**config.mk**
```make
export PLATFORM = sky130hd
export DESIGN_NAME = pc_sequencer_flat
export DESIGN_NICKNAME = d
export VERILOG_FILES = /design/src/rtl/cpu_pkg.sv /design/src/rtl/pc_sequencer_if.sv /design/src/rtl/pc_next_calc.sv /design/src/rtl/pc_sequencer.sv /design/src/flat_wrapper.sv
export SDC_FILE = /design/constraint.sdc
export NUM_CORES = 1
export LEC_CHECK = 0
export ABC_AREA = 1
export CAP_MARGIN = 0
export CORE_MARGIN = 2
export CORE_UTILIZATION = 45
export CTS_CLUSTER_SIZE = 20
export DETAILED_ROUTE_END_ITERATION = 10
export HOLD_SLACK_MARGIN = 0.03
export PLACE_DENSITY = 0.67
export REMOVE_ABC_BUFFERS = 1
export SYNTH_ARGS = -nofsm -noshare
export SYNTH_HDL_FRONTEND = slang
export SYNTH_SLANG_ARGS = --single-unit
```
**constraint.sdc**
```tcl
create_clock -name Clock -period 7.6 [get_ports Clock]
set_input_delay 2.28 -clock Clock [delete_from_list [all_inputs] [get_ports Clock]]
set_output_delay 2.28 -clock Clock [all_outputs]
set_load 0.02 [all_outputs]
```
**src/rtl/cpu_pkg.sv**
```systemverilog
// Shared types and defaults for the program-counter sequencer.
package cpu_pkg;

    localparam int unsigned PC_WIDTH_DEFAULT = 64;
    localparam int unsigned PC_STEP_DEFAULT  = 4;

    typedef enum logic [2:0] {
        StIdle,
        StFetch,
        StExec,
        StUpdate,
        StHalt
    } seq_state_t;

endpackage

```
**src/rtl/pc_sequencer_if.sv**
```systemverilog
// Control/status bundle between the PC sequencer and the CPU datapath/fetch unit.
interface pc_sequencer_if
    import cpu_pkg::*;
#(
    parameter int unsigned PC_WIDTH = PC_WIDTH_DEFAULT
);
    logic                Run;
    logic                Halt;
    logic                FetchAck;
    logic                ExecDone;
    logic                Branch;
    logic                Uncond;
    logic                Zero;
    logic [PC_WIDTH-1:0] BranchOffset;
    logic [PC_WIDTH-1:0] PCOut;
    logic                FetchReq;
    logic [31:0]         count;
    logic                Halted;
    logic                Fault;

    modport master (
        input  Run, Halt, FetchAck, ExecDone, Branch, Uncond, Zero, BranchOffset,
        output PCOut, FetchReq, count, Halted, Fault
    );

    modport slave (
        output Run, Halt, FetchAck, ExecDone, Branch, Uncond, Zero, BranchOffset,
        input  PCOut, FetchReq, count, Halted, Fault
    );
endinterface

```
**src/rtl/pc_next_calc.sv**
```systemverilog
// Combinational next-PC: taken branch adds the word offset, otherwise step sequentially.
module pc_next_calc
    import cpu_pkg::*;
#(
    parameter int unsigned PC_WIDTH = PC_WIDTH_DEFAULT,
    parameter int unsigned PC_STEP  = PC_STEP_DEFAULT
) (
    input  logic [PC_WIDTH-1:0] i_pc,
    input  logic [PC_WIDTH-1:0] i_offset,
    input  logic                i_branch,
    input  logic                i_uncond,
    input  logic                i_zero,
    output logic [PC_WIDTH-1:0] o_next_pc
);
    logic w_taken;

    // Uncond alone suffices, so it naturally dominates Branch.
    assign w_taken   = i_uncond | (i_branch & i_zero);
    assign o_next_pc = w_taken ? (i_pc + (i_offset << 2)) : (i_pc + PC_WIDTH'(PC_STEP));
endmodule

```
**src/rtl/pc_sequencer.sv**
```systemverilog
// Fetch/execute/update sequencer: owns the PC, retired count, and halt/fault state.
module pc_sequencer
    import cpu_pkg::*;
#(
    parameter int unsigned          PC_WIDTH    = PC_WIDTH_DEFAULT,
    parameter logic [PC_WIDTH-1:0]  RESET_PC    = '0,
    parameter int unsigned          PC_STEP     = PC_STEP_DEFAULT,
    parameter int unsigned          ACK_TIMEOUT = 16
) (
    input logic            Clock,
    input logic            Reset_n,
    pc_sequencer_if.master bus
);
    seq_state_t          r_state;
    seq_state_t          w_state_next;
    logic [PC_WIDTH-1:0] r_pc;
    logic [31:0]         r_count;
    logic                r_fault;
    logic [7:0]          r_tmo;
    logic [8:0]          w_tmo_inc;
    logic                w_tmo_expired;
    logic                w_fault_set;
    logic                r_branch;
    logic                r_uncond;
    logic                r_zero;
    logic [PC_WIDTH-1:0] r_offset;
    logic [PC_WIDTH-1:0] w_next_pc;

    pc_next_calc #(
        .PC_WIDTH (PC_WIDTH),
        .PC_STEP  (PC_STEP)
    ) u_next (
        .i_pc      (r_pc),
        .i_offset  (r_offset),
        .i_branch  (r_branch),
        .i_uncond  (r_uncond),
        .i_zero    (r_zero),
        .o_next_pc (w_next_pc)
    );

    assign w_tmo_inc     = {1'b0, r_tmo} + 9'd1;
    assign w_tmo_expired = (w_tmo_inc == 9'(ACK_TIMEOUT));

    always_ff @(posedge Clock) begin
        if (!Reset_n) begin
            r_state <= StIdle;
        end else begin
            r_state <= w_state_next;
        end
    end

    // Halt has priority everywhere; in UPDATE the datapath writes still happen.
    always_comb begin
        w_state_next = r_state;
        w_fault_set  = 1'b0;
        unique case (r_state)
            StIdle: begin
                if (bus.Halt) w_state_next = StHalt;
                else if (bus.Run) w_state_next = StFetch;
            end
            StFetch: begin
                if (bus.Halt) begin
                    w_state_next = StHalt;
                end else if (bus.FetchAck) begin
                    w_state_next = StExec;
                end else if (w_tmo_expired) begin
                    w_state_next = StHalt;
                    w_fault_set  = 1'b1;
                end
            end
            StExec: begin
                if (bus.Halt) w_state_next = StHalt;
                else if (bus.ExecDone) w_state_next = StUpdate;
            end
            StUpdate: begin
                if (bus.Halt) w_state_next = StHalt;
                else if (bus.Run) w_state_next = StFetch;
                else w_state_next = StIdle;
            end
            StHalt: w_state_next = StHalt;
            default: w_state_next = StIdle;
        endcase
    end

    always_ff @(posedge Clock) begin
        if (!Reset_n) begin
            r_pc     <= RESET_PC;
            r_count  <= '0;
            r_fault  <= 1'b0;
            r_tmo    <= '0;
            r_branch <= 1'b0;
            r_uncond <= 1'b0;
            r_zero   <= 1'b0;
            r_offset <= '0;
        end else begin
            if (r_state == StFetch) begin
                r_tmo <= bus.FetchAck ? 8'd0 : w_tmo_inc[7:0];
            end
            if (w_fault_set) begin
                r_fault <= 1'b1;
            end
            if ((r_state == StExec) && bus.ExecDone) begin
                r_branch <= bus.Branch;
                r_uncond <= bus.Uncond;
                r_zero   <= bus.Zero;
                r_offset <= bus.BranchOffset;
            end
            if (r_state == StUpdate) begin
                r_pc    <= w_next_pc;
                r_count <= r_count + 32'd1;
            end
        end
    end

    assign bus.PCOut    = r_pc;
    assign bus.FetchReq = (r_state == StFetch);
    assign bus.Halted   = (r_state == StHalt);
    assign bus.Fault    = r_fault;
    assign bus.count    = r_count;
endmodule

```
**src/flat_wrapper.sv**
```systemverilog
// flat-port wrapper written by rule: the top's interface ports become plain ports
module pc_sequencer_flat import cpu_pkg::*;
#(
    parameter int unsigned          PC_WIDTH    = PC_WIDTH_DEFAULT,
    parameter logic [PC_WIDTH-1:0]  RESET_PC    = '0,
    parameter int unsigned          PC_STEP     = PC_STEP_DEFAULT,
    parameter int unsigned          ACK_TIMEOUT = 16
)
  (Clock, Reset_n, bus_Run, bus_Halt, bus_FetchAck, bus_ExecDone, bus_Branch, bus_Uncond, bus_Zero, bus_BranchOffset, bus_PCOut, bus_FetchReq, bus_count, bus_Halted, bus_Fault);
  pc_sequencer_if #(.PC_WIDTH(PC_WIDTH)) bus_i ();
  input logic Clock;
  input logic Reset_n;
  input wire logic [$bits(bus_i.Run)-1:0] bus_Run;
  input wire logic [$bits(bus_i.Halt)-1:0] bus_Halt;
  input wire logic [$bits(bus_i.FetchAck)-1:0] bus_FetchAck;
  input wire logic [$bits(bus_i.ExecDone)-1:0] bus_ExecDone;
  input wire logic [$bits(bus_i.Branch)-1:0] bus_Branch;
  input wire logic [$bits(bus_i.Uncond)-1:0] bus_Uncond;
  input wire logic [$bits(bus_i.Zero)-1:0] bus_Zero;
  input wire logic [$bits(bus_i.BranchOffset)-1:0] bus_BranchOffset;
  output wire logic [$bits(bus_i.PCOut)-1:0] bus_PCOut;
  output wire logic [$bits(bus_i.FetchReq)-1:0] bus_FetchReq;
  output wire logic [$bits(bus_i.count)-1:0] bus_count;
  output wire logic [$bits(bus_i.Halted)-1:0] bus_Halted;
  output wire logic [$bits(bus_i.Fault)-1:0] bus_Fault;
  assign bus_i.Run = bus_Run;
  assign bus_i.Halt = bus_Halt;
  assign bus_i.FetchAck = bus_FetchAck;
  assign bus_i.ExecDone = bus_ExecDone;
  assign bus_i.Branch = bus_Branch;
  assign bus_i.Uncond = bus_Uncond;
  assign bus_i.Zero = bus_Zero;
  assign bus_i.BranchOffset = bus_BranchOffset;
  assign bus_PCOut = bus_i.PCOut;
  assign bus_FetchReq = bus_i.FetchReq;
  assign bus_count = bus_i.count;
  assign bus_Halted = bus_i.Halted;
  assign bus_Fault = bus_i.Fault;
  pc_sequencer #(.PC_WIDTH(PC_WIDTH), .RESET_PC(RESET_PC), .PC_STEP(PC_STEP), .ACK_TIMEOUT(ACK_TIMEOUT)) u_core (.Clock(Clock), .Reset_n(Reset_n), .bus(bus_i));
endmodule
```
# Word-level counts from Yosys, hierarchy flattened
# Index checks and enable logic that the tools add are counted.
[classes] n_mux=16 add_sub_neg=4 n_eq_ne=8 bitwise=2 n_reduce_logical=3
[op_table] cell="64-bit by 3-bit adder with 64-bit output (second input constant)" count=1
[op_table] cell="64-bit adder" count=1
[op_table] cell="64-bit 2-to-1 mux" count=1
[op_table] cell="32-bit by 1-bit adder with 32-bit output (second input constant)" count=1
[op_table] cell="3-bit 2-to-1 mux" count=8
[op_table] cell="3-bit case mux with 5 select lines" count=1
[op_table] cell="8-bit by 1-bit adder with 9-bit output (second input constant)" count=1
[op_table] cell="9-bit by 5-bit equality test with 1-bit output (second input constant)" count=1
[op_table] cell="8-bit 2-to-1 mux" count=1
[op_table] cell="3-bit by 2-bit equality test with 1-bit output (second input constant)" count=2
[op_table] cell="3-bit != test (second input constant)" count=2
[op_table] cell="1-bit 2-to-1 mux" count=5
[op_table] cell="4-bit by 3-bit != test with 1-bit output (second input constant)" count=1
[op_table] cell="3-bit by 1-bit equality test with 1-bit output (second input constant)" count=1
[op_table] cell="3-bit equality test (second input constant)" count=1
[op_table] cell="3-bit zero test" count=1
[op_table] cell="3-bit AND reduction" count=1
[op_table] cell="1-bit bitwise AND" count=1
[op_table] cell="1-bit logical AND" count=1
[op_table] cell="1-bit bitwise OR" count=1
[word_totals] input_bits=73 register_bits=173 word_cells=42 output_inout_bits=99

# Longest topological paths before layout
# Gate-level depths: netlist of run 1.
[logic_depth] ltp_word=6 depth_mapped=22 mapped_depth_nobuf=21

# Cells and area by module
# A second synthesis of run 1 with hierarchy kept.
[hier_totals] hier_cells=2327 area_unflattened_um2=13151.4
[by_module_without_submodules] module="pc_sequencer" cells_per_inst=969 area_each_um2=6984.2 instances=1
[by_module_without_submodules] module="pc_next_calc" cells_per_inst=1358 area_each_um2=6167.2 instances=1

# Worst setup path after synthesis of run 1
# OpenSTA, ideal clock, no wires.
[synth_path] path_type="input to register" start="input Reset_n" end="register u_core.r_pc[34], in the netlist u_core.bus.PCOut[34]" t_arrival_ns=3.076 stages=6 path_slack_ns=4.415 path_buffers=2 cell_sequence="inv_1 -> clkbuf_1 -> clkbuf_1 -> nor2_1 -> nand2_1 -> inv_1"
[synth_rtl] item="start: declaration" line_no="flat_wrapper.sv:12" rtl="input logic Reset_n;"
[synth_rtl] item="end signal: assignment" line_no="pc_sequencer.sv:109" rtl="r_pc <= w_next_pc;"
[synth_rtl] item="end: declaration" line_no="pc_sequencer.sv:16" rtl="logic [PC_WIDTH-1:0] r_pc;"

# Worst setup path after layout of run 1
[layout_path] start="input bus_ExecDone" end="register u_core.r_offset[20]"
[layout_between] elab_chain_cells=1
[layout_rtl] item="start: declaration" line_no="flat_wrapper.sv:16" rtl="input wire logic [$bits(bus_i.ExecDone)-1:0] bus_ExecDone;"
[layout_rtl] item="1-bit logical AND" line_no="pc_sequencer.sv:102" rtl="if ((r_state == StExec) && bus.ExecDone) begin"
[layout_rtl] item="end signal: assignment" line_no="pc_sequencer.sv:106" rtl="r_offset <= bus.BranchOffset;"
[layout_rtl] item="end: declaration" line_no="pc_sequencer.sv:26" rtl="logic [PC_WIDTH-1:0] r_offset;"
# No other way between the ends.
# A chain may end at the register's enable or synchronous reset.

==> results of run 1 <==
==> cells in the mapped netlist, drive strengths merged, types with 3 or more instances <==
cell / number / area (µm²)
buf: 20 / 109
nand2: 655 / 2480
a21oi: 131 / 659
o21bai: 5 / 37.5
nand4: 22 / 144
or2: 8 / 50.1
nor4: 5 / 46.3
inv: 476 / 1790
o211ai: 7 / 52.6
xnor2: 7 / 61.3
ha: 63 / 788
nand3: 103 / 515
dfxtp: 171 / 3420
a31oi: 3 / 18.8
clkbuf: 33 / 124
nor3: 21 / 105
nor2: 336 / 1340
o21ai: 119 / 596
xor2: 34 / 298
==> cell families after synthesis <==
group	count (synthesis)	synth area share (%)
xor gates and xnor gates	41	2.81
buffers and inverters	529	15.8
other	1	0.0294
adders and majority gates	64	6.33
AOI/OAI and AO/OA	273	11.2
and+or+nand+nor	1156	37.0
DFF	171	26.8
==> power by group <==
part	switching (µW)	total, µW	internal, µW
combinational	45.2	91.4	46.3
sequential	4.02	905	901
clock	404	848	444
==> area by class of cell <==
| cell class | instances | area (µm²) | area share [%] |
|---|---|---|---|
| Clock buffer | 19 | 453 | 2.96 |
| Clock inverter | 13 | 111 | 0.728 |
| Inverter | 476 | 1790 | 11.7 |
| Multi-Input combinational cell | 1536 | 7330 | 47.9 |
| Sequential cell | 171 | 3420 | 22.4 |
| Tap cell | 378 | 473 | 3.09 |
| Timing Repair Buffer | 173 | 1710 | 11.2 |
==> metrics by stage <==
step	total power, µW	std cells
2_1_floorplan	959	2183
3_3_place_gp	1020	2734
3_5_place_dp	1020	2734
4_1_cts	1870	2766
5_1_grt	1910	2766
6_report	1840	2766
==> final timing paths <==
check,startpoint,to
max,bus_ExecDone,u_core.r_offset[20]
min,u_core.r_offset[37],u_core.r_offset[37]
max reg2reg,u_core.r_zero,u_core.bus.PCOut[56]
min reg2reg,u_core.r_offset[37],u_core.r_offset[37]
==> worst register-to-register path: stages (launching register included) <==
cell                      delay (ns)
sky130_fd_sc_hd__dfxtp_1        0.31
sky130_fd_sc_hd__nand2_1        0.06
sky130_fd_sc_hd__inv_1          0.06
sky130_fd_sc_hd__nor2_4         0.62
sky130_fd_sc_hd__buf_4          0.49
sky130_fd_sc_hd__or2_2          0.19
sky130_fd_sc_hd__ha_1           0.16
sky130_fd_sc_hd__inv_1          0.06
sky130_fd_sc_hd__fa_1           0.41
sky130_fd_sc_hd__inv_1          0.10
sky130_fd_sc_hd__nand3_1        0.11
sky130_fd_sc_hd__nand2_2        0.15
sky130_fd_sc_hd__nand2_1        0.07
sky130_fd_sc_hd__nand2_1        0.17
sky130_fd_sc_hd__nand2_1        0.13
sky130_fd_sc_hd__nand3_1        0.21
sky130_fd_sc_hd__nand2_1        0.18
sky130_fd_sc_hd__nand4_1        0.11
sky130_fd_sc_hd__nand3_1        0.12
sky130_fd_sc_hd__nand2_1        0.10
sky130_fd_sc_hd__inv_1          0.04
==> state kept, by name, summed over array words and instances, names as in the netlist <==
signal and count:
u_core.r_uncond 1, u_core.r_tmo 8, u_core.r_offset 62, u_core.r_state 3, u_core.bus.Fault 1, u_core.r_zero 1
u_core.bus.PCOut 62, u_core.bus.count 32, u_core.r_branch 1
==> metal layers <==
layer | wire length [µm] | up-vias | global-route usage [%]
li1 | - | 7052 | -
met1 | 20900 | 6032 | 40.3
met2 | 16600 | 352 | 41.4
met3 | 2470 | 36 | 4.97
met4 | 574 | 0 | 7.38
met5 | 0 | - | 0
==> impl_summary.md, run 1 <==
Status
The flow ran to the end, and the final reports show no timing, DRC or antenna violations.

Placed design
Summing all placed instances gives a cell area of 14700 µm². Detailed placement ended at an HPWL of approximately 32 mm. The total of buffers placed on input and output ports is between 150 and 200. At the end of routability-driven placement, the weighted congestion stood at approximately 0.97. Timing analysis after detailed placement gives a worst setup slack of around 2.8 ns.

Layout
The total non-filler cell area in the finished layout is 15300 µm². The number of antenna diodes in the final layout is 0. After the last flow step, the layout net total stands at ~2500.

The relative area change from synthesis to final layout is 19.8%. Leaving out fill and tap cells, the most frequent cell in the layout is sky130_fd_sc_hd__nand2_1. The post-route netlist has 3.22% of its cells at a drive strength greater than 1.

Fill cells in the final layout number between 2000 and 3000. Leaving out fill and tap cells, the most frequent cells in the layout are sky130_fd_sc_hd__nand2_1 (648), sky130_fd_sc_hd__inv_1 (469), sky130_fd_sc_hd__nor2_1 (321), sky130_fd_sc_hd__dfxtp_1 (171), sky130_fd_sc_hd__clkdlybuf4s50_1 (166). Cells fill 54.9% of the core in the end.

STA
Setup repair after global routing left no endpoint under its margin. The time the final worst path needs with I/O delays and setup is approximately 4.4 ns. The hold violation total from the final report is 0. For this run, the top clock speed supported by timing is 227 MHz. The setup skew after layout is ~0.0086 ns.

The relative max-transition margin is between 40% and 50%. In the post-route analysis, the smallest setup slack over all paths is 3.20 ns. The setup total negative slack is 0 ns. The final clock period utilization by the worst path is 57.9%.

The setup violation total in the final timing report is 0. The pin slew with the least headroom to its limit is ~0.85 ns. The max-slew violation total from the final report is 0.

The worst hold-check slack is approximately 0.45 ns.

Setup path
The depth of the worst register-to-register path is 20. The critical path's slowest cell is sky130_fd_sc_hd__clkinv_2. The path length in cells of the critical path is 7. The critical path in this run is classified as in -> reg. Walking the worst path, the cells encountered are clkdlybuf4s50_1 > inv_1 > nor2_2 > clkinv_2 > buf_4 > o21ai_0 > a21oi_1.

Data on the critical path arrives at its endpoint at approximately 4.7 ns. The top fanout value on the critical path is 63. Counting both buffers and inverters, the worst setup path holds a total of 4. For this run, the slowest stage of the critical path takes roughly 0.67 ns. STA classifies the critical path endpoint as a flip-flop. STA classifies the critical path startpoint as an input pin.

In this run the register-to-register setup slack is around 3.7 ns. For the worst setup path, the data required time is just under 8 ns. The family with the most delay on the worst path is buffers and inverters.

Clocking
The maximum level of the CTS H-tree is 4. Counting along the longest clock path gives a buffer depth of 2. Clock tree synthesis inserted a total of 17 buffers.

TritonCTS built the clock tree. In this run the post-CTS setup repair buffer count came out at 0. The clock slew seen by the registers of the worst setup and hold paths is 0.06 ns.

The CTS root buffer is sky130_fd_sc_hd__clkbuf_16. The quantity of gates resized following cts is 0. The number of buffers added to fix hold violations after cts is 0.

The clock reaches the later pin of the worst-skew pair after 0.46 ns. For this design, the sink count on the clock tree is about 170.

Route
The mean routed wirelength per cell is 14.7 µm. Detailed routing inserted a total of between 10000 and 15000 vias. The via-per-instance ratio is 4.87. The violation count after the first detailed-routing iteration is roughly 1100. The count of nets left with antenna violations once routing finished came out at 0. The number of optimization iterations in the first detailed-route pass is 6.

After detailed routing, the total wire length is a little over 40 mm. The post-detailed-route DRC marker count is 0.

Floorplan
The area of the core is around 28000 µm². roughly 170 I/O pins were placed. The initial core utilization is a little under half.

The number of standard-cell rows in the floorplan is 61. The overall die area is ~30000 µm². The die width is roughly 170 µm. The die span in y is around 170 µm.

GRT
The residual overflow from global routing is 0. Entering global routing, the biggest net connects 67 pins. The initial antenna violation count came to 0. The total track usage is 27.6%.

The first global-routing pass estimated 62.8 mm of wire. The number of global-route vias before repair is about 12000.

Synth
The number of standard cells after synthesis is between 2000 and 2500. The share of flip-flops with an asynchronous set or reset after synthesis is 0%. The unique cell type count in the Yosys netlist is 44.

In the synthesized netlist the dominant register cell turns out to be sky130_fd_sc_hd__dfxtp_1. Each instance of the synthesized netlist takes up on average around 5.7 µm². Sequential cells were found to cover 26.8% of the synthesized design area. In this run the cell area of the synthesized design comes to approximately 13000 µm². The synthesis warning total is 0. The number of synthesized register bits is between 150 and 200. The number of synthesized flops with an enable pin is 0.

Pwr
The analysis attributes to cell leakage a power of between 0.007 and 0.008 µW. The worst voltage drop across the vdd grid is 0.150 mV. For this design the ratio of total power to cell area is roughly 120 nW/µm².

Min path
Along the worst hold path, the cell count comes to 2. The worst min-delay path class is reg -> reg.

Flow run
The tool flagged a number of max-cap violations equal to 0.
No activity file was read; power rests on OpenSTA's default activity.
==> inputs of run 2 (changes only) <==
- clock period: 7.6 -> 4.34 ns (I/O delays scaled with it)
==> run 2 against run 1 <==
Die area stayed put. Design area is 0.63% higher. Flip-flop and latch count stayed put. Core utilization is 0.35 points higher. Sequential share of layout area fell by 0.14 points. Cell count up 0.11%. Sequential power rose by 75%. Combinational power is 76% higher. Via count about the same. Largest cell class unchanged.
==> impl_summary.md, run 2 (synthesis results as in run 1) <==
Layout
Leaving out fill and tap cells, the most frequent cells in the layout are sky130_fd_sc_hd__nand2_1 (648), sky130_fd_sc_hd__inv_1 (469), sky130_fd_sc_hd__nor2_1 (321), sky130_fd_sc_hd__dfxtp_1 (171), sky130_fd_sc_hd__clkdlybuf4s50_1 (166). The relative area change from synthesis to final layout is 20.6%. The most common cell after layout, fill and taps aside is sky130_fd_sc_hd__nand2_1. The count of fill cells added during filler insertion came to 2951 (+1.2%). The area taken by flip-flops and latches is 3420 µm² (unchanged). The share of post-route cells with drive strength above 1 is 3.35% (+0.12 points). The layout net count is 2515 (+0.12%).

The count of inserted antenna diode cells is 0 (unchanged). The area of combinational cells with multiple inputs came to 7330 µm² (unchanged).

Floorplan
The die width is 172 µm (unchanged). The number of standard-cell rows in the floorplan is 61 (unchanged). The area of the core is 27900 µm² (unchanged). The initial core utilization was 45.8% (unchanged). The die span in y is 172 µm (unchanged). The number of primary I/O pins is 172 (unchanged).

The overall die area is 29700 µm² (unchanged).

Clocking
The total setup buffers inserted after CTS was 0 (unchanged). The buffer depth of the longest clock path came to 2 (unchanged). The clock slew seen by the registers of the worst setup and hold paths is 0.07 ns (about the same).

The maximum level of the CTS H-tree is 4 (unchanged). The quantity of gates resized following cts is 0 (unchanged). The number of buffers added to fix hold violations after cts is 0 (unchanged). The CTS root buffer is sky130_fd_sc_hd__clkbuf_16. The insertion delay to the later sink of the worst-skew pair is 0.45 ns (about the same). The number of sinks driven by the clock tree came to 171 (unchanged). The TritonCTS clock tree is built. The number of buffers created by CTS is 17 (unchanged).

Setup path
The internal reg-to-reg setup slack is 1.23 ns (-2.46 ns). The endpoint identified for the worst register-to-register timing path is u_core.bus.PCOut[57]. The critical path's slowest cell is sky130_fd_sc_hd__clkdlybuf4s50_1. The timing endpoint of the critical path is bus_FetchReq. The signal on the critical path passes through inv_1 > nor2_2 > inv_2 > nor2_4 > clkdlybuf4s50_1. The depth of the worst register-to-register path is 18 (-10%). The worst endpoint required time came to 3.04 ns (-4.88 ns). The startpoint class of the critical path is a flip-flop.

In this run the worst setup path begins at u_core.r_state[0]. The critical path's largest stage delay was 0.62 ns (-0.05 ns). The startpoint identified for the worst register-to-register timing path is u_core.r_zero. The top fanout value on the critical path is 4 (-94%). The arrival time at the worst endpoint is 1.84 ns (-2.88 ns). The category of the worst setup path capture point is an output pin. By startpoint and endpoint, the worst setup path is classified as reg -> out.

Route
The via-per-instance ratio is 4.87 (about the same). The post-detailed-route count of antenna-violating nets is 0 (unchanged). The number of optimization iterations in the first detailed-route pass is 5 (-1). The mean routed wirelength per cell is 14.7 µm (about the same). The post-detailed-route DRC marker count is 0 (unchanged). The number of vias in the routed layout came to 13485 (+0.096%). The total length of routed wires is 40.6 mm (+0.18%). The violation count after the first detailed-routing iteration is 840 (-21%).

Pwr
The fraction of power consumed by the clock network was 48.0% (+2.0 points). The share of power burned in combinational logic is 4.8% (-0.2 points). The switching power total is 871 µW (+92%). The net switching fraction of the power is 25.9% (+1.4 points). The leakage component of the power is 0.00778 µW (+0.53%). The part of the power in registers was 47.2% (-1.9 points). The total power density per cell area is 218 nW/µm² (+81%). The cell internal power dissipation is 2490 µW (+79%).

The worst voltage drop across the vdd grid is 0.178 mV (+19%).

GRT
The initial antenna violation count came to 0 (unchanged). The first-pass GRT wire length is 64.4 mm (+2.5%). The number of global-route vias before repair is 12546 (+3.2%). The maximum number of pins on one net before global-route repair came to 67 (unchanged).

The total track usage is 28.0% (+0.44 points). The residual overflow from global routing came to 0 (unchanged).

Flow run
The max-capacitance violation count is 0 (unchanged).

Placed design
The total of buffers placed on input and output ports is 167 (unchanged). The routability congestion estimate is 0.989 (+2.4%). The half-perimeter wire length after placement is 32.4 mm (+0.65%).

Status
The flow ran to the end, and the final reports show no timing, DRC or antenna violations.

STA
The hold violation total from the final report is 0 (unchanged). The setup violation total in the final timing report came to 0 (unchanged). The relative max-transition margin is 37.4% (-6.0 points). The setup skew after layout is 0.0172 ns (+0.00860 ns). The final clock period utilization by the worst path is between 70% and 80%.

For this run, the top clock speed supported by timing is between 300 and 400 MHz. The setup total negative slack is 0 ns (unchanged). The worst hold-check slack is 0.448 ns (-0.00672 ns). The max-slew violation total from the final report came to 0 (unchanged). The pin slew with the least headroom to its limit is 0.939 ns (+0.0901 ns).

Setup repair after global routing left no endpoint under its margin. The time the final worst path needs with I/O delays and setup is ~3.1 ns.

Min path
The worst min-delay path class is reg -> reg. The startpoint of the lowest-slack hold path is u_core.bus.Fault.
-- run 2: changes by cell type in the layout (fill, tap and decap cells not counted), sizes merged --
cell	delta
inv	+4
clkbuf	-2
buf	+3
bufinv	+1
clkinv	-3
-- run 2: final cells by class --
cell class	instances	share of cell area, %
clock buffer	17	2.76
clock inverter	15	1.15
inverter	476	11.6
multi-input combinational	1536	47.6
sequential	171	22.2
tap	378	3.07
timing repair buffer	176	11.5
-- run 2: power by group through the flow --
stage | registers [µW] | logic, µW | clock network [µW]
3_5_place_dp | 1620 | 162 | 0
6_report | 1580 | 161 | 1610
4_1_cts | 1580 | 163 | 1640
3_3_place_gp | 1620 | 160 | 0
2_1_floorplan | 1620 | 56.9 | 0
5_1_grt | 1590 | 177 | 1710
-- run 2: worst min path at each step --
stage	end	slack [ns]	cells after the start
after floorplan	u_core.r_offset[10]	0.43	2
after global placement	u_core.bus.Fault	0.44	2
after detailed placement	u_core.bus.Fault	0.44	2
after CTS	u_core.bus.Fault	0.45	2
after global routing	u_core.r_offset[22]	0.48	2
final	u_core.bus.Fault	0.45	2
-- run 2: per-layer routing --
layer  routed length [µm]  global-route usage (%)  part of all wire, %
met5                    0                       0                    0
met4                  936                    8.22                  2.3
met3                 2800                    5.77                  6.9
met2                16400                    41.3                   40
met1                20500                    40.8                   51
-- run 2: critical path: cells and delay by family, from the launching register on --
kind | cells | cell delay (ns)
and+or+nand+nor | 2 | 0.24
DFF | 1 | 0.37
buffers and inverters | 3 | 0.79
-- run 2: stage by stage --
step           cells  utilization, %  power (µW)  setup WS [ns]  instance area, µm²
2_1_floorplan   2183               -        1680          0.106               12500
3_3_place_gp    2737            53.1        1780           1.06               14800
3_5_place_dp    2737            53.1        1780          0.977               14800
4_1_cts         2769            55.2        3390           1.16               15400
5_1_grt         2769            55.2        3470          0.834               15400
6_report        2769            55.2        3360           1.20               15400
==> inputs of run 3 (changes only) <==
- PLACE_DENSITY: 0.67 -> 0.7
- clock period: 4.34 -> 2.6 ns (I/O delays scaled with it)
==> run 3 against run 2 <==
Combinational power is 84% higher. Flip-flop and latch count stayed put. Via count is 9.2% higher. Cell count is 7.9% higher. Setup slack worse by 1.3 ns. Register-to-register slack worse by 1.3 ns. Sequential power is 68% higher. First-iteration DRC count is 12% higher. The run now ends with setup timing left. Critical path type is now reg -> reg.
==> impl_summary.md, run 3 (synthesis results as in run 1) <==
Route
The violation count after the first detailed-routing iteration is 939 (+12%). The number of optimization iterations in the first detailed-route pass came to 5 (unchanged). The mean routed wirelength per cell is 15.4 µm (+5.0%). The total length of routed wires was 46.0 mm (+13%). The via-per-instance ratio is 4.93 (+1.2%).

The number of vias in the routed layout is 14729 (+9.2%). The post-detailed-route DRC marker count is 0 (unchanged). The post-detailed-route count of antenna-violating nets is 0 (unchanged).

Floorplan
The die span in y came to 172 µm (unchanged). The overall die area is 29700 µm² (unchanged). The area of the core is 27900 µm² (unchanged). The number of standard-cell rows in the floorplan was 61 (unchanged).

The initial core utilization is 45.8% (unchanged). The die width is 172 µm (unchanged). The number of primary I/O pins was 172 (unchanged).

STA
The hold violation total from the final report is 0 (unchanged). The setup violation total in the final timing report is 33 (+33). For this run, the top clock speed supported by timing is about 370 MHz. The worst hold-check slack was 0.454 ns (+0.00615 ns). The setup skew after layout is 0.0144 ns (-0.00284 ns). The final clock period utilization by the worst path is 104%. The time the final worst path needs with I/O delays and setup is roughly 2.7 ns. The max-slew violation total from the final report came to 0 (unchanged). The setup total negative slack is -1.18 ns (-1.18 ns).

Setup repair after global routing could not meet its margin everywhere. The worst path setup slack after routing is -0.107 ns (-1.30 ns).

Setup path
The worst setup path is captured at a flip-flop. The critical path is of the reg -> reg type. The critical path goes through nand2_2 > inv_2 > nor2_4 > buf_8 > clkbuf_16 > nor2_1 > ha_1 > buf_6 > nand2_2 > inv_1 > nand2_1 > nand2_1 > nand2_1 > nand2_2 > o21bai_2 > a21oi_1 > buf_4 > nor2_1 > o21ai_1 > inv_1. The arrival time at the worst endpoint is 3.05 ns (+1.21 ns). The worst endpoint required time came to 2.94 ns (-0.10 ns). Among cell families on the critical path, the largest total delay comes from buffers and inverters. The critical path's largest stage delay is 0.33 ns (-0.29 ns).

The top fanout value on the critical path is 9 (+5). The slowest stage of the critical path belongs to the cell sky130_fd_sc_hd__dfxtp_2. The combined buffer and inverter count along the critical path was 7 (+4). The startpoint class of the critical path is a flip-flop.

Layout
The share of post-route cells with drive strength above 1 is 25.9% (+23 points). The top cell types in the final layout, fill and taps aside, are sky130_fd_sc_hd__nand2_1 (473), sky130_fd_sc_hd__inv_1 (451), sky130_fd_sc_hd__nor2_1 (250), sky130_fd_sc_hd__buf_4 (199), sky130_fd_sc_hd__dfxtp_1 (169). The most common cell after layout, fill and taps aside is sky130_fd_sc_hd__nand2_1.

The layout net count is 2734 (+8.7%). The post-route non-filler standard cell count came to 2988 (+7.9%). The area growth from synthesis to layout is 47.6%. The count of inserted antenna diode cells is 0 (unchanged).

Placed design
The total of buffers placed on input and output ports was 167 (unchanged). The post-place setup slack is -0.294 ns (-1.27 ns). The half-perimeter wire length after placement is 35.0 mm (+8.0%). The routability congestion estimate came to 0.954 (-3.5%). The placed instance count is 2924 (+6.8%).

Pwr
The leakage component of the power is 0.00927 µW (+19%). The fraction of power consumed by the clock network was 45.8% (-2.2 points). The part of the power in registers is 48.7% (+1.5 points). The worst voltage drop across the vdd grid is 0.415 mV (+130%). The switching power total is 1370 µW (+58%). The total power after layout is 5430 µW (+62%).

The share of power burned in combinational logic came to 5.5% (+0.7 points). The net switching fraction of the power is 25.3% (-0.67 points). The cell internal power dissipation was 4060 µW (+63%).

The total power density per cell area came to 288 nW/µm² (+32%).

GRT
The initial antenna violation count is 0 (unchanged). The maximum number of pins on one net before global-route repair was 67 (unchanged). The total track usage is 30.1% (+2.1 points). The number of global-route vias before repair was 13378 (+6.6%).

The residual overflow from global routing is 0 (unchanged). The first-pass GRT wire length is 69.0 mm (+7.0%).

Clocking
Clock tree synthesis selected as its root buffer the cell sky130_fd_sc_hd__clkbuf_16. The clock slew seen by the registers of the worst setup and hold paths is 0.07 ns (about the same). The insertion delay to the later sink of the worst-skew pair is 0.45 ns (about the same). TritonCTS built the clock tree.

The maximum level of the CTS H-tree is 4 (unchanged). The number of sinks driven by the clock tree was 171 (unchanged). The number of buffers created by CTS is 17 (unchanged).

The number of buffers added to fix hold violations after cts came to 0 (unchanged). The buffer depth of the longest clock path was 2 (unchanged).

Status
The checks that failed: setup timing. The run finished, with violations left.

Min path
The worst min-delay path class is reg -> reg.

Flow run
The max-capacitance violation count is 0 (unchanged).
[run 3: cell count changes in the layout (fill, tap and decap cells not counted), sizes merged, moves of 2 or more]
cell and delta:
clkinvlp +4, buf +217, clkbuf +4, inv -3, clkinv -2
[run 3: area by class of cell]
type / count / area [µm²]
Fill cell: 2493 / 9020
Multi-Input combinational cell: 1536 / 8940
Timing Repair Buffer: 395 / 3650
Sequential cell: 171 / 3430
Inverter: 476 / 1790
Tap cell: 378 / 473
Clock buffer: 19 / 443
Clock inverter: 13 / 108
[run 3: what timing repair did]
action,CTS,global route
setup buffers,13,17
resized for setup,216,276
pin swaps,46,109
setup endpoints to repair,50,54
gates cloned,2,2
[run 3: stage by stage]
step	utilization, %	area (µm²)
final	67.6	18800
after global routing	67.6	18800
after CTS	63.3	17600
after detailed placement	58.2	16200
after global placement	58.2	16200
after floorplan	-	12500
[run 3: power by group through the flow]
stage	Combinational, µW	Clock [µW]	Sequential, µW
floorplan	94.9	0	2710
global placement	278	0	2700
detailed placement	282	0	2710
CTS	290	2540	2640
global route	322	2620	2650
finish	297	2490	2650
[run 3: worst register-to-register path: stages, from the launching register on]
cell and delay [ns]:
sky130_fd_sc_hd__dfxtp_2 0.33, sky130_fd_sc_hd__nand2_2 0.06, sky130_fd_sc_hd__inv_2 0.04, sky130_fd_sc_hd__nor2_4 0.13, sky130_fd_sc_hd__buf_8 0.17, sky130_fd_sc_hd__clkbuf_16 0.19, sky130_fd_sc_hd__nor2_1 0.05, sky130_fd_sc_hd__ha_1 0.31
sky130_fd_sc_hd__buf_6 0.14, sky130_fd_sc_hd__nand2_2 0.12, sky130_fd_sc_hd__inv_1 0.05, sky130_fd_sc_hd__nand2_1 0.06, sky130_fd_sc_hd__nand2_1 0.06, sky130_fd_sc_hd__nand2_1 0.07, sky130_fd_sc_hd__nand2_2 0.09, sky130_fd_sc_hd__o21bai_2 0.22
sky130_fd_sc_hd__a21oi_1 0.14, sky130_fd_sc_hd__buf_4 0.18, sky130_fd_sc_hd__nor2_1 0.05, sky130_fd_sc_hd__o21ai_1 0.12, sky130_fd_sc_hd__inv_1 0.04
[run 3: path summary, 6_finish.rpt]
path	startpoint	endpoint	slack [ns]	cells past startpoint
max	u_core.r_zero	u_core.bus.PCOut[33]	-0.11	20
min	u_core.bus.Fault	u_core.bus.Fault	0.45	2
max reg2reg	u_core.r_zero	u_core.bus.PCOut[33]	-0.11	20
min reg2reg	u_core.bus.Fault	u_core.bus.Fault	0.45	2
[run 3: routing by layer]
layer / share of wire (%) / GRT usage [%] / vias to the layer above
li1: - / - / 7524
met1: 49 / 42.5 / 6775
met2: 44 / 47.7 / 387
met3: 5.6 / 5.36 / 43
met4: 1.4 / 6.72 / 0
met5: 0 / 0 / -
